**config.mk**
```make
export PLATFORM = sky130hd
export DESIGN_NAME = mc_alu_sequencer
export DESIGN_NICKNAME = d
export VERILOG_FILES = /design/src/rtl/mc_ctrl_pkg.sv /design/src/rtl/mc_alu_decoder.sv /design/src/rtl/mc_alu_sequencer.sv
export SDC_FILE = /design/constraint.sdc
export NUM_CORES = 1
export LEC_CHECK = 0
export ABC_AREA = 1
export CAP_MARGIN = 20
export CORE_UTILIZATION = 30
export CTS_BUF_LIST = sky130_fd_sc_hd__clkbuf_4 sky130_fd_sc_hd__clkbuf_8
export DETAILED_ROUTE_END_ITERATION = 12
export PLACE_DENSITY = 0.66
export SLEW_MARGIN = 20
export SYNTH_ARGS = -nofsm -noshare
export SYNTH_HDL_FRONTEND = slang
export SYNTH_SLANG_ARGS = --single-unit
```
**constraint.sdc**
```tcl
create_clock -name clk -period 1 [get_ports clk]
set_input_delay 0.1 -clock clk [delete_from_list [all_inputs] [get_ports clk]]
set_output_delay 0.1 -clock clk [all_outputs]
set_load 0.02 [all_outputs]
```
**src/rtl/mc_ctrl_pkg.sv**
```systemverilog
// Shared definitions for the multi-cycle ARM main controller: state encodings,
// ALU control codes, data-processing commands, mux selects and per-state Moore outputs.
package mc_ctrl_pkg;

    typedef enum logic [3:0] {
        FETCH    = 4'd0,
        DECODE   = 4'd1,
        MEMADR   = 4'd2,
        MEMREAD  = 4'd3,
        MEMWB    = 4'd4,
        MEMWRITE = 4'd5,
        EXECUTER = 4'd6,
        EXECUTEI = 4'd7,
        ALUWB    = 4'd8,
        BRANCH   = 4'd9
    } state_t;

    localparam logic [2:0] ALU_ADD = 3'b000;
    localparam logic [2:0] ALU_SUB = 3'b001;
    localparam logic [2:0] ALU_AND = 3'b010;
    localparam logic [2:0] ALU_ORR = 3'b011;
    localparam logic [2:0] ALU_EOR = 3'b100;
    localparam logic [2:0] ALU_MUL = 3'b111;

    localparam logic [3:0] CMD_AND = 4'b0000;
    localparam logic [3:0] CMD_EOR = 4'b0001;
    localparam logic [3:0] CMD_SUB = 4'b0010;
    localparam logic [3:0] CMD_ADD = 4'b0100;
    localparam logic [3:0] CMD_CMP = 4'b1010;
    localparam logic [3:0] CMD_ORR = 4'b1100;

    localparam logic [3:0] MUL_BITS = 4'b1001;

    localparam logic [1:0] SRCA_RD1    = 2'd0;
    localparam logic [1:0] SRCA_PC     = 2'd1;
    localparam logic [1:0] SRCA_ALUOUT = 2'd2;

    localparam logic [1:0] SRCB_RD2    = 2'd0;
    localparam logic [1:0] SRCB_EXTIMM = 2'd1;
    localparam logic [1:0] SRCB_FOUR   = 2'd2;

    localparam logic [1:0] RES_ALUOUT    = 2'd0;
    localparam logic [1:0] RES_DATA      = 2'd1;
    localparam logic [1:0] RES_ALURESULT = 2'd2;

    typedef struct packed {
        logic       ir_write;
        logic       adr_src;
        logic [1:0] alu_src_a;
        logic [1:0] alu_src_b;
        logic [1:0] result_src;
        logic       next_pc;
        logic       reg_w;
        logic       mem_w;
        logic       branch;
        logic       alu_op;
    } ctrl_t;

    function automatic ctrl_t state_ctrl(input state_t s);
        ctrl_t c;
        c = '0;
        case (s)
            FETCH: begin
                c.ir_write   = 1'b1;
                c.alu_src_a  = SRCA_PC;
                c.alu_src_b  = SRCB_FOUR;
                c.result_src = RES_ALURESULT;
                c.next_pc    = 1'b1;
            end
            DECODE: begin
                c.alu_src_a  = SRCA_PC;
                c.alu_src_b  = SRCB_FOUR;
                c.result_src = RES_ALURESULT;
            end
            MEMADR: begin
                c.alu_src_a = SRCA_RD1;
                c.alu_src_b = SRCB_EXTIMM;
            end
            MEMREAD: begin
                c.adr_src    = 1'b1;
                c.result_src = RES_ALUOUT;
            end
            MEMWB: begin
                c.result_src = RES_DATA;
                c.reg_w      = 1'b1;
            end
            MEMWRITE: begin
                c.adr_src    = 1'b1;
                c.result_src = RES_ALUOUT;
                c.mem_w      = 1'b1;
            end
            EXECUTER: begin
                c.alu_src_a = SRCA_RD1;
                c.alu_src_b = SRCB_RD2;
                c.alu_op    = 1'b1;
            end
            EXECUTEI: begin
                c.alu_src_a = SRCA_RD1;
                c.alu_src_b = SRCB_EXTIMM;
                c.alu_op    = 1'b1;
            end
            ALUWB: begin
                c.result_src = RES_ALUOUT;
                c.reg_w      = 1'b1;
            end
            BRANCH: begin
                c.alu_src_a  = SRCA_RD1;
                c.alu_src_b  = SRCB_EXTIMM;
                c.result_src = RES_ALURESULT;
                c.branch     = 1'b1;
            end
            default: ;
        endcase
        return c;
    endfunction

endpackage

```
**src/rtl/mc_alu_decoder.sv**
```systemverilog
// Combinational data-processing decode: ALUControl, flag-write enables and a
// flag marking commands that must not write the register file.
module mc_alu_decoder
    import mc_ctrl_pkg::*;
(
    input  logic       alu_op,
    input  logic [5:0] funct,
    input  logic [3:0] mul_bits,
    output logic [2:0] alu_control,
    output logic [1:0] flag_w,
    output logic       no_write
);

    logic [3:0] cmd;
    logic       s_bit;
    logic       is_mul;
    logic       is_cmp;
    logic       known;
    logic [2:0] dp_ctrl;

    always_comb begin
        cmd     = funct[4:1];
        s_bit   = funct[0];
        // Only reached from EXECUTER/EXECUTEI, so Op=00 is implied here.
        is_mul  = ~funct[5] && (mul_bits == MUL_BITS);
        is_cmp  = ~is_mul && (cmd == CMD_CMP);
        known   = 1'b1;
        dp_ctrl = ALU_ADD;
        if (is_mul) begin
            dp_ctrl = ALU_MUL;
        end else begin
            case (cmd)
                CMD_ADD: dp_ctrl = ALU_ADD;
                CMD_SUB: dp_ctrl = ALU_SUB;
                CMD_CMP: dp_ctrl = ALU_SUB;
                CMD_AND: dp_ctrl = ALU_AND;
                CMD_ORR: dp_ctrl = ALU_ORR;
                CMD_EOR: dp_ctrl = ALU_EOR;
                default: known   = 1'b0;
            endcase
        end

        no_write    = is_cmp || !known;
        alu_control = ALU_ADD;
        flag_w      = 2'b00;
        if (alu_op) begin
            alu_control = dp_ctrl;
            if (is_cmp)
                flag_w = 2'b11;
            else
                flag_w = {s_bit, s_bit && (dp_ctrl == ALU_ADD || dp_ctrl == ALU_SUB)};
        end
    end

endmodule

```
**src/rtl/mc_alu_sequencer.sv**
```systemverilog
// Main control FSM of the multi-cycle ARM core: sequences fetch/decode/execute/
// memory/writeback and drives the datapath mux selects with registered outputs.
module mc_alu_sequencer
    import mc_ctrl_pkg::*;
#(
    parameter int STATE_W = 4
) (
    input  logic               clk,
    input  logic               reset,
    input  logic [1:0]         Op,
    input  logic [5:0]         Funct,
    input  logic [3:0]         MulBits,
    output logic               IRWrite,
    output logic               AdrSrc,
    output logic [1:0]         ALUSrcA,
    output logic [1:0]         ALUSrcB,
    output logic [1:0]         ResultSrc,
    output logic [2:0]         ALUControl,
    output logic [1:0]         FlagW,
    output logic               NextPC,
    output logic               RegW,
    output logic               MemW,
    output logic               Branch,
    output logic [STATE_W-1:0] state_o
);

    state_t state;
    state_t state_nxt;
    ctrl_t  ctrl;
    logic   no_write;

    always_comb begin
        state_nxt = FETCH;
        case (state)
            FETCH:    state_nxt = DECODE;
            DECODE: begin
                case (Op)
                    2'b00:   state_nxt = Funct[5] ? EXECUTEI : EXECUTER;
                    2'b01:   state_nxt = MEMADR;
                    2'b10:   state_nxt = BRANCH;
                    default: state_nxt = FETCH;
                endcase
            end
            MEMADR:   state_nxt = Funct[0] ? MEMREAD : MEMWRITE;
            MEMREAD:  state_nxt = MEMWB;
            EXECUTER: state_nxt = ALUWB;
            EXECUTEI: state_nxt = ALUWB;
            default:  state_nxt = FETCH;
        endcase
    end

    // Outputs are registered from the next state, so they stay a pure function of state.
    always_ff @(posedge clk or posedge reset) begin
        if (reset) begin
            state <= FETCH;
            ctrl  <= state_ctrl(FETCH);
        end else begin
            state <= state_nxt;
            ctrl  <= state_ctrl(state_nxt);
        end
    end

    mc_alu_decoder u_alu_decoder (
        .alu_op      (ctrl.alu_op),
        .funct       (Funct),
        .mul_bits    (MulBits),
        .alu_control (ALUControl),
        .flag_w      (FlagW),
        .no_write    (no_write)
    );

    assign IRWrite   = ctrl.ir_write;
    assign AdrSrc    = ctrl.adr_src;
    assign ALUSrcA   = ctrl.alu_src_a;
    assign ALUSrcB   = ctrl.alu_src_b;
    assign ResultSrc = ctrl.result_src;
    assign NextPC    = ctrl.next_pc;
    assign MemW      = ctrl.mem_w;
    assign Branch    = ctrl.branch;
    assign RegW      = ctrl.reg_w && !((state == ALUWB) && no_write);
    assign state_o   = STATE_W'(state);

endmodule

```
* Word level (Yosys, flattened, before mapping)
Cells that the tools add are included. Widths: inputs -> output; s select.
Word-level totals: logic and storage cells 78, memories kept 0, flip-flop bits (word level) 16, input bits 14, memory bits (writable) 0, ROM bits 0, latch bits 0
Cells by class: div/mod/pow operators 0, bitwise gates (word level) 2, multipliers 0, $add $sub $neg 0, shift operators 0, mux-type cells 19, reductions and logical operators 23, $lt $le $gt $ge 0, eq/ne operators 24
Operators with widths (number):
- $eq 4x3->1 const B | 7
- $eq 4x4->1 const B | 6
- $eq 4x2->1 const B | 5
- $pmux 4 s5 | 1
- $eq 4x1->1 const B | 3
- $logic_not 4->1 | 3
- $pmux 3 s4 | 1
- $pmux 4 s3 | 1
- $reduce_or 2->1 | 6
- $mux 1 | 9
- $mux 3 | 3
- $pmux 3 s2 | 1
- $reduce_or 3->1 | 2
- $reduce_or 6->1 | 1
- $logic_and 1x1->1 | 5
- $mux 2 | 2
- $pmux 2 s2 | 1
- $eq 3x1->1 const B | 1
- $logic_not 3->1 | 1
- $eq 2x1->1 const B | 1
- $eq 2x2->1 const B | 1
- $logic_not 1->1 | 2
- $logic_not 2->1 | 1
- $logic_or 1x1->1 | 2
- $not 1->1 | 2

* Longest topological paths before layout
Gate-level depths: netlist (run 1).
word-level depth 9, mapped depth 10, gate-level depth less buffers 10

* By module
Synthesis (run 1) repeated with hierarchy kept, for this count alone.
Unflattened totals: cells, all modules 108, area, all modules 850.8 µm²
Modules (own cells, without submodules):
- mc_alu_sequencer | cells an instance 75, area an instance 671.9 µm², times used 1
- mc_alu_decoder | cells an instance 33, area an instance 178.9 µm², times used 1

* Least setup slack after synthesis (run 1)
No wires, ideal clock.
path type reg-to-reg, from register state[0], in the netlist state_o[0], to register ctrl, in the netlist ALUSrcB[0], library setup time 122 ps, period minus slack after synthesis 1193 ps, path slack -193 ps, arrival time 1071 ps, cell stages (with the launch flop) 8, path through dfrtp_1 > inv_2 > nor2_2 > nand4_1 > nand2_2 > nor2_2 > nand2_1 > nand2_1
Between the ends: longest elaborated chain between the ends 6, elaborated cells between the ends (all ways) 16
Ends and longest elaborated chain:
- start: declaration | line mc_alu_sequencer.sv:27 | state_t state;
- start signal: assignment | line mc_alu_sequencer.sv:58 | state <= state_nxt;
- $eq 4x3->1 | line mc_alu_sequencer.sv:34 | case (state)
- $reduce_or 2->1 (no source line)
- $pmux 4 s5 * | line mc_alu_sequencer.sv:34
- net state_nxt[2] | line mc_alu_sequencer.sv:28 | state_t state_nxt;
- $eq 4x4->1 (tied with other cells) | line mc_ctrl_pkg.sv:62 | case (s)
- $reduce_or 3->1 (no source line) / $reduce_or 2->1 (equally long branches)
- $pmux 3 s2 * | line mc_ctrl_pkg.sv:62
- end signal: assignment | line mc_alu_sequencer.sv:56 | ctrl <= state_ctrl(FETCH);
- end signal: assignment | line mc_alu_sequencer.sv:59 | ctrl <= state_ctrl(state_nxt);
- end: declaration | line mc_alu_sequencer.sv:29 | ctrl_t ctrl;
Mark *: on every way through the listed nets, which the timed path passes. The rest lies on a longest branch.

* Final worst setup path (run 1)
from register state[1], in the netlist state_o[1], to register ctrl, in the netlist NextPC
Between the ends: longest elaborated chain between the ends 5, elaborated cells between the ends (all ways) 10
Ends and longest elaborated chain (line):
- $eq 4x3->1 | mc_alu_sequencer.sv:34
- $reduce_or 2->1 (no source line)
- $pmux 4 s5 * | mc_alu_sequencer.sv:34
- net state_nxt[3] | mc_alu_sequencer.sv:28
- $logic_not 4->1 * | mc_ctrl_pkg.sv:62
- $mux 1 * | mc_ctrl_pkg.sv:62
Marks and branches as above.

==> results of run 1 <==
## per-stage QoR
step	util (%)	power, uW
after global placement	49.7	2840
after floorplan	-	2060
final	58.7	3850
after detailed placement	49.7	2870
after global routing	58.7	4100
after CTS	55.0	3560
## synthesized netlist by cell type, types with 2 or more instances
cell,count
buf_4,7
dfrtp_1,11
dfstp_2,3
inv_1,20
inv_2,4
nand2_1,18
nand2_2,5
nand3_1,4
nand3b_1,2
nor2_1,19
nor2_2,4
o21ai_0,3
## timing repair
action | 4_1_cts | 5_1_grt
hold endpoints to repair | 0 | 0
pin swaps | 24 | 17
endpoints found under the setup margin | 33 | 33
resized for setup | 158 | 32
setup buffers | 10 | 7
## routing by layer
layer  global-route usage, %  up-vias
met4                    5.26        0
met5                       0        -
met1                    20.4      416
met2                    30.2       19
li1                        -      434
met3                    1.69        4
## cells by family (layout without fill, tap and decap cells)
group | after synthesis | in the layout
buf+inv | 32 | 91
simple gates | 56 | 56
compound gates | 6 | 6
flops | 14 | 14
other cells | 1 | 1
## worst paths after layout
kind	start	to	cells after the start
worst min register to register	state_o[2]$_DFF_PP0_	ResultSrc[0]$_DFF_PP0_	4
max in group asynchronous	reset	NextPC$_DFF_PP1_	3
worst max-delay path	state_o[1]$_DFF_PP0_	NextPC$_DFF_PP1_	8
min in group clk	Funct[5]	ALUSrcB[0]$_DFF_PP0_	4
worst min-delay path	reset	MemW$_DFF_PP0_	3
worst max register to register	state_o[1]$_DFF_PP0_	NextPC$_DFF_PP1_	8
## report_power, final
part / leakage, uW / internal, uW / total, uW / switching (uW)
Combinational: 0.000618 / 1230 / 2540 / 1310
Sequential: 0.000173 / 828 / 952 / 124
Clock: 0.0000184 / 181 / 362 / 180
## area by class of cell
| type | instances | area share (%) |
|---|---|---|
| Clock buffer | 4 | 2.03 |
| Timing Repair Buffer | 62 | 37.0 |
| Multi-Input combinational cell | 63 | 27.6 |
| Sequential cell | 14 | 24.3 |
| Inverter | 25 | 6.51 |
| Tap cell | 30 | 2.54 |
## flip-flops by register name (all words and copies together), names as in the netlist
signal,count
state_o,4
ALUSrcB,2
ResultSrc,2
ctrl,2
AdrSrc,1
Branch,1
MemW,1
NextPC,1
## critical path, delay by kind of cell, from the launching register on
kind                   cells  cell delay [ns]
flip-flops                 1             0.43
AND/OR/NAND/NOR            5             0.47
buffers and inverters      2             0.19
AO/OA/AOI/OAI              1             0.17
==> impl_results.md, run 1 <==
* Final WS setup at -0.353 ns
* Final setup TNS at -4.61 ns
* Worst VDD drop at roughly 0.0022 V
* FF/Latch Area at around 360 um^2
* GPL Wtd Cong at approximately 0.77
* Pwr dens at ~2600 nW/um^2
* M1 WL at around 900 um
* Commonest non-fill, non-tap cell in the layout: buf_6
* Crit path arrival time at ~1.6 ns
* Register bit total from synthesis at 14
* Post-Synth XOR/XNOR Area at 0%
* First-pass GRT wire length at 3.52 mm
* Leak at around 0.0008 uW
* Number of nets in the layout at roughly 180
* Most frequent cells in the layout: 25 x buf_6, 21 x buf_4, 12 x inv_2
* Full die area at ~2900 um^2
* Mapped Cells at ~110
* Failing checks: setup timing
* Tmin final at between 1 and 1.5 ns
* IO Pins at 35
* Pre-CTS setup slack at -0.911 ns
* DRC viols at 0
* Req. time, crit path at 1.21 ns
* Multi-input gate area at between 400 and 500 um^2
* Clk slew on worst S/H paths at ~0.10 ns
* # hold bufs at CTS at 0
* Largest net degree at the start of global routing at 15
* Routed length on met2 at 1.37 mm
* H-tree depth at 1
* Final setup vio count at 27
* Synthesized area at a little over 800 um^2
* Simple-gate area share of the yosys netlist at around 34%
* Die X at 53.9 um
* Vias in the first global route at ~830
* Clock root buffer: clkbuf_4
* TritonCTS clock tree: built
* Final Cell Area at roughly 1500 um^2
* Hold WC Path Type: in2async
* R2R setup slack at -0.35 ns
* Share of post-route cells with drive strength above 1 at approximately two thirds
* Net Count, Synth at roughly 120
* Top Layer Used: met4
* Drt pass-1 iters at 4
* Crit-path slowest cell: dfrtp_2
* Post-synth top area share at between 30% and 40%
* PortBufs at 33
* Worst-Skew Late Latency at 0.28 ns
* Register area share after synthesis at between 40% and 50%
* Worst Setup Start Kind: register
* TritonCTS sink count at 14
* Placed Area at approximately 1300 um^2
* Layout fillers at 226
* Ys flop type: dfrtp_1
* Synth Area in Compound Gates at under 10%
* Per-cell routed wire length at between 10 and 15 um
* Hpwl dp at ~1.5 mm
* Yosys cell types at 21
* Initial antenna violation count at 0
* Via count at between 800 and 900
* Status: finished with violations
* Max Fanout on Critical Path at 6
* RSZ-0062 raised after global routing: yes
* Cells after DPL at around 180
* Clock skew at 0.0185 ns
* Pins Over Slew Limit at 0
* Antenna cells at 0
* Metal3 WL at around 80 um
* CP endpoint kind: register
* Total gr overflow at 0
* Adder-Cell Fraction of Synth Area at 0%
* Max-Cap Viols at 0
* Synth top area cells: dfrtp_1 34%, dfstp_2 9.7%, inv_1 9.3%, nor2_1 8.8%, nand2_1 8.3%
* Min Hold Slack at around 0.1 ns
* Asr flop ratio synth at 100%
* Clock Path Buffers at 2
* Final period utilization at 135%
* CP Cell Sequence: buf_6, inv_4, nor2_4, o21ai_2, nand2_2, nor2_4, nand2_2, nor2_2
* CTS Buf Count at 3
* Rows at 18
* Area grow syn2layout at 82.8%
* Yosys warning total at 0
* Starting density of the core at between 30% and 40%
* Drt total wl at 2.38 mm
* CORE AREA at between 2000 and 3000 um^2
* Die H at 53.9 um
* Main combinational cell family by area after synthesis: simple AND/OR/NAND/NOR gates
* DR iter-0 viols at 12
* Post-synth EDFFs at 0
* CP peak stage delay at between 0.4 and 0.5 ns
* Achievable Freq at about 0.74 GHz
* Cell Count, Final, Fillers Out at just under 200
* Cell type with the highest aggregate area in the netlist: dfrtp_1
* Worst setup path class: reg2reg
* Mux cell area share after synthesis at 0%
* Fin. Hold Viols at 0
* Syn Area/Cell at 7.43 um^2
* DRT antenna net count at 0
* Vias per cell at between 4 and 5
* GRT Overall Usage at 16.7%
Note: power is estimated with default switching activity, not from simulation.
==> run 2, diff against run 1 <==
CORE_MARGIN = 8   (was unset)
CTS_BUF_LIST = sky130_fd_sc_hd__clkbuf_2 sky130_fd_sc_hd__clkbuf_4 sky130_fd_sc_hd__clkbuf_8   (was sky130_fd_sc_hd__clkbuf_4 sky130_fd_sc_hd__clkbuf_8)
==> impl_results.md, run 2 (synthesis gave the netlist of run 1 again) <==
* Pwr dens at 2620 nW/um^2 (+0.84%)
* Per-cell routed wire length at 12.0 um (-0.42%)
* Area grow syn2layout at 75.7%
* H-tree depth at 1 (unchanged)
* Number of nets in the layout at 181 (-1.1%)
* Multi-input gate area at 377 um^2 (-8.0%)
* Hold WC Path Type: in2async
* IO Pins at 35 (unchanged)
* Worst R2R Path Depth at 7 (-1)
* Initial antenna violation count at 0 (unchanged)
* Fin. Hold Viols at 0 (unchanged)
* Full die area at 4620 um^2 (+59%)
* Cells after DPL at 183 (+1.1%)
* Commonest non-fill, non-tap cell in the layout: buf_4
* R2R setup slack at -0.27 ns (+0.08 ns)
* # hold bufs at CTS at 0 (unchanged)
* Status: finished with violations
* Via count at 838 (-4.0%)
* CP peak stage delay at 0.41 ns (-0.02 ns)
* Drt pass-1 iters at 4 (unchanged)
* Vias in the first global route at 941 (+13%)
* CP Buf/Inv Count at 2 (unchanged)
* Pins Over Slew Limit at 0 (unchanged)
* GRT Overall Usage at 10.7% (-6.0 points)
* Share of post-route cells with drive strength above 1 at 65.1% (-3.4 points)
* Max FFs per register at 4 (unchanged)
* Die X at 67.9 um (+26%)
* Rows at 19 (+1)
* Cell Count, Final, Fillers Out at 197 (-0.51%)
* Placed Area at 1260 um^2 (+0.70%)
* Clock Path Buffers at 2 (unchanged)
* Worst R2R Start: state_o[2]$_DFF_PP0_
* Antenna cells at 0 (unchanged)
* TritonCTS clock tree: built
* CORE AREA at 2660 um^2 (+5.6%)
* Clock root buffer: clkbuf_4
* Worst reg2reg endpoint: ResultSrc[1]$_DFF_PP1_
* Layout fillers at 264 (+17%)
* Worst VDD drop at 0.00177 V (-18%)
* DR iter-0 viols at 6 (-6)
* Worst setup path class: reg2out
* Drt total wl at 2.36 mm (-0.93%)
* Final setup vio count at 28 (+3.7%)
* Tmin final at 1.32 ns (-0.0325 ns)
* CP top delay family: flip-flops
* Metal3 WL at 76 um (-5.0%)
* Clock skew at 0.00366 ns (-0.0148 ns)
* Final WS setup at -0.321 ns (+0.0325 ns)
* Starting density of the core at 30.4% (-1.7 points)
* GPL Wtd Cong at 0.811 (+4.9%)
* Failing checks: setup timing
* First-pass GRT wire length at 3.86 mm (+9.8%)
* Vias per cell at 4.25 (-3.5%)
* CTS Buf Count at 3 (unchanged)
* Leak at 0.000791 uW (-2.2%)
* PortBufs at 33 (unchanged)
* TritonCTS sink count at 14 (unchanged)
* Worst Setup Start Kind: register
* Final Cell Area at 1420 um^2 (-3.9%)
* Max-Cap Viols at 0 (unchanged)
* Most frequent cells in the layout: 23 x buf_4, 22 x buf_6, 13 x inv_1
* Total power at 3730 uW (-3.1%)
* Clk slew on worst S/H paths at 0.09 ns (about the same)
* Total gr overflow at 0 (unchanged)
* Crit path arrival time at 1.22 ns (-0.34 ns)
* M1 WL at 872 um (-3.5%)
* Die H at 67.9 um (+26%)
* Hpwl dp at 1.71 mm (+14%)
* Crit-path slowest cell: dfrtp_2
* Util after Layout at 53.4% (-5.3 points)
* CP Cell Sequence: inv_1, nand3_1, nor2_1, a21oi_2, buf_6
* Largest net degree at the start of global routing at 15 (unchanged)
* Max Fanout on Critical Path at 2 (-4)
* Achievable Freq at 0.757 GHz (+2.5%)
* FF/Latch Area at 359 um^2 (unchanged)
* DRT antenna net count at 0 (unchanged)
* RSZ-0062 raised after global routing: yes
* Final period utilization at 132% (-3.2 points)
* Worst-Skew Late Latency at 0.28 ns (about the same)
* Req. time, crit path at 0.90 ns (-0.31 ns)
* DRC viols at 0 (unchanged)
* CP endpoint kind: output port
* Routed length on met2 at 1.41 mm (+2.6%)
* Top Layer Used: met3
run 2: cell types whose count changed in the layout (fill, tap and decap cells not counted), sizes merged:
cell and delta:
clkdlybuf4s15 -1, dlymetal6s2s +1, dlygate4sd2 -1, clkdlybuf4s50 -1
run 2: per-layer routing:
metal | GRT usage (%) | up-vias
met5 | 0 | -
met4 | 5.88 | 0
met3 | 1.64 | 0
met2 | 21.0 | 20
met1 | 10.4 | 385
li1 | - | 433
run 2: timing repair:
action                     CTS  global route
gates resized for setup    168            14
pin swaps                   27            15
buffers inserted             8             3
setup endpoints to repair   32            29
run 2: how the worst max path moves through the flow:
stage	end	start	cells after the start
2_1_floorplan	ALUSrcB[0]$_DFF_PP0_	state_o[2]$_DFF_PP0_	6
3_3_place_gp	RegW	Funct[1]	8
3_5_place_dp	RegW	Funct[1]	8
4_1_cts	RegW	state_o[2]$_DFF_PP0_	5
5_1_grt	RegW	state_o[2]$_DFF_PP0_	5
6_report	RegW	state_o[2]$_DFF_PP0_	5
run 2: cell type report:
cell class	instances	share of cell area (%)
clock buffer	4	2.55
inverter	25	6.60
sequential	14	25.2
multi-input combinational	63	26.5
timing repair buffer	60	36.4
tap	31	2.73
run 2: worst reg2reg max path, stage by stage (launching register included):
cell	delay, ns
dfrtp_2	0.41
buf_6	0.12
nor2_4	0.21
nand4_2	0.15
nand2_2	0.13
nor2_4	0.05
nand2_2	0.09
nand2_1	0.05
run 2: power breakdown:
part	total [uW]	internal, uW	switching, uW
registers	953	828	125
logic	2370	1160	1210
clock network	403	221	182
run 2: stage by stage:
stage,worst slack (ns),hold WS (ns),setup TNS [ns]
5_1_grt,-0.384,0.147,-5.23
2_1_floorplan,-0.137,-0.0132,-0.489
4_1_cts,-0.280,0.0960,-3.53
3_5_place_dp,-0.893,0.410,-8.94
6_report,-0.321,0.105,-3.53
3_3_place_gp,-0.865,0.408,-8.46
==> run 3, diff against run 2 <==
--- a/config.mk
+++ b/config.mk
@@ -12,5 +12,6 @@
 export CTS_BUF_LIST = sky130_fd_sc_hd__clkbuf_2 sky130_fd_sc_hd__clkbuf_4 sky130_fd_sc_hd__clkbuf_8
 export DETAILED_ROUTE_END_ITERATION = 12
-export PLACE_DENSITY = 0.66
+export DONT_BUFFER_PORTS = 1
+export PLACE_DENSITY = 0.48
 export SLEW_MARGIN = 20
 export SYNTH_ARGS = -nofsm -noshare
==> constraint.sdc (replaced) <==
create_clock -name clk -period 1 [get_ports clk]
set_input_delay 0.15 -clock clk [delete_from_list [all_inputs] [get_ports clk]]
set_output_delay 0.15 -clock clk [all_outputs]
set_load 0.02 [all_outputs]
==> impl_results.md, run 3 (synthesis gave the netlist of run 1 again) <==
* Status: finished with violations
* Failing checks: setup timing
* Internal power at 1930 uW (-13%)
* Seq pwr share at 34.7% (+9.2 points)
* Switching pwr at 1460 uW (-3.9%)
* Full die area at 4620 um^2 (unchanged)
* TritonCTS sink count at 14 (unchanged)
* Die H at 67.9 um (unchanged)
* DRT antenna net count at 0 (unchanged)
* GRT Overall Usage at 9.17% (-1.6 points)
* Final period utilization at 135% (+3.2 points)
* Vias per cell at 4.35 (+2.2%)
* Number of nets in the layout at 151 (-17%)
* Worst VDD drop at 0.00195 V (+9.9%)
* Vias in the first global route at 781 (-17%)
* Largest net degree at the start of global routing at 15 (unchanged)
* Rows at 19 (unchanged)
* Area grow syn2layout at 47.4%
* Leak at 0.000638 uW (-19%)
* Die X at 67.9 um (unchanged)
* Hpwl dp at 1.58 mm (-7.7%)
* CP Cell Sequence: inv_1, nand3_2, nor2_2, a21oi_2, buf_6
* Drt total wl at 2.14 mm (-9.3%)
* Crit path arrival time at 1.20 ns (-0.02 ns)
* Worst Setup Start Kind: register
* RSZ-0062 raised after global routing: yes
* Most frequent cells in the layout: 15 x buf_6, 14 x nand2_1, 14 x inv_1
* WHS Path Cells at 2
* Achievable Freq at 0.739 GHz (-2.4%)
* Net Sw Frac at 43.1% (+2.4 points)
* PortBufs at 0 (-100%)
* Max Fanout on Critical Path at 2 (unchanged)
* Commonest non-fill, non-tap cell in the layout: buf_6
* IO Pins at 35 (unchanged)
* GPL Wtd Cong at 0.776 (-4.4%)
* Hold Path Sink: state_o[1]$_DFF_PP0_
* First-pass GRT wire length at 3.36 mm (-13%)
* Pins Over Slew Limit at 0 (unchanged)
* Starting density of the core at 30.4% (unchanged)
* Drt pass-1 iters at 4 (unchanged)
* Worst R2R Path Depth at 7 (unchanged)
* Clock Path Buffers at 2 (unchanged)
* CP peak stage delay at 0.43 ns (+0.02 ns)
* Worst setup path class: reg2out
* Final WS setup at -0.353 ns (-0.0324 ns)
* Antenna cells at 0 (unchanged)
* Worst reg2reg endpoint: ALUSrcB[0]$_DFF_PP0_
* DRC viols at 0 (unchanged)
* Req. time, crit path at 0.85 ns (-0.05 ns)
* TritonCTS clock tree: built
* Fin. Hold Viols at 0 (unchanged)
* Final setup vio count at 27 (-3.6%)
* Worst R2R Start: state_o[2]$_DFF_PP0_
* Total gr overflow at 0 (unchanged)
* CTS Buf Count at 3 (unchanged)
* Part of the power in the clock network at 12.1% (+1.3 points)
* Pre-CTS setup slack at -0.183 ns (+0.710 ns)
* Hold Crit Start: Funct[0]
* Max-Cap Viols at 0 (unchanged)
* Per-cell routed wire length at 12.8 um (+7.0%)
* Crit-path slowest cell: dfrtp_2
* Crit path from: state_o[2]$_DFF_PP0_
* CP endpoint kind: output port
* Hold WC Path Type: in2reg
* Worst-Skew Late Latency at 0.28 ns (about the same)
* Clock skew at 0.0116 ns (+0.00791 ns)
* CORE AREA at 2660 um^2 (unchanged)
* Final setup TNS at -4.42 ns (-0.889 ns)
* Max FFs per register at 4 (unchanged)
* Share of power burned in combinational logic at 53.2% (-10 points)
* DR iter-0 viols at 14 (+8)
* Via count at 726 (-13%)
* H-tree depth at 1 (unchanged)
* Clk slew on worst S/H paths at 0.10 ns (about the same)
* Clock root buffer: clkbuf_4
* Tmin final at 1.35 ns (+0.0324 ns)
* Share of post-route cells with drive strength above 1 at 54.4% (-11 points)
* R2R setup slack at -0.34 ns (-0.07 ns)
* Pwr dens at 2840 nW/um^2 (+8.1%)
* Initial antenna violation count at 0 (unchanged)
-- run 3: layout make-up --
type | instances | area, um^2
clock buffers | 4 | 36.3
fillers | 269 | 1470
inverters | 25 | 104
multi-input cells | 63 | 369
flip-flops and latches | 14 | 359
well taps | 31 | 38.8
repair buffers | 30 | 287
-- run 3: power groups by stage --
stage          registers, uW  clock network [uW]  logic [uW]
3_5_place_dp            1210                   0        1270
3_3_place_gp            1200                   0        1240
5_1_grt                 1210                 446        1960
4_1_cts                 1180                 412        1680
6_report                1180                 409        1800
2_1_floorplan           1120                   0         952
-- run 3: timing repair --
| item | in CTS | in global routing |
|---|---|---|
| pin swaps | 19 | 5 |
| hold buffers | 2 | 0 |
| hold endpoints to repair | 15 | 0 |
| gates resized for setup | 27 | 15 |
| setup buffers | 9 | 2 |
| setup endpoints to repair | 24 | 29 |
-- run 3: critical path: cells and delay by family, from the launching register on --
| family | cells | cell delay (ns) |
|---|---|---|
| buffers and inverters | 2 | 0.23 |
| DFF | 1 | 0.43 |
| AOI/OAI and AO/OA | 1 | 0.06 |
| and+or+nand+nor | 2 | 0.19 |
-- run 3: per-stage QoR --
step	total power (uW)	area (um^2)	util [%]	hold slack, ns	std cells
floorplan	2070	821	-	0.0368	109
global placement	2440	950	35.7	0.0491	152
detailed placement	2470	950	35.7	0.0487	152
CTS	3270	1150	43.1	0.0257	167
global route	3620	1190	44.8	0.0323	167
finish	3380	1190	44.8	0.0355	167
-- run 3: how the worst max path moves through the flow --
stage | end | cells after the start
4_1_cts | RegW | 5
5_1_grt | RegW | 5
2_1_floorplan | ALUSrcB[0]$_DFF_PP0_ | 6
3_3_place_gp | NextPC$_DFF_PP1_ | 7
6_report | RegW | 5
3_5_place_dp | NextPC$_DFF_PP1_ | 7
-- run 3: per-layer routing --
metal  part of all wire (%)  wire length, um  vias up  GRT usage [%]
li1                       -                -      368              -
met5                      0                0        -              0
met3                    6.4              136        0           1.47
met1                     40              847      341           9.96
met4                      0                0        0           3.32
met2                     54             1150       17           17.4
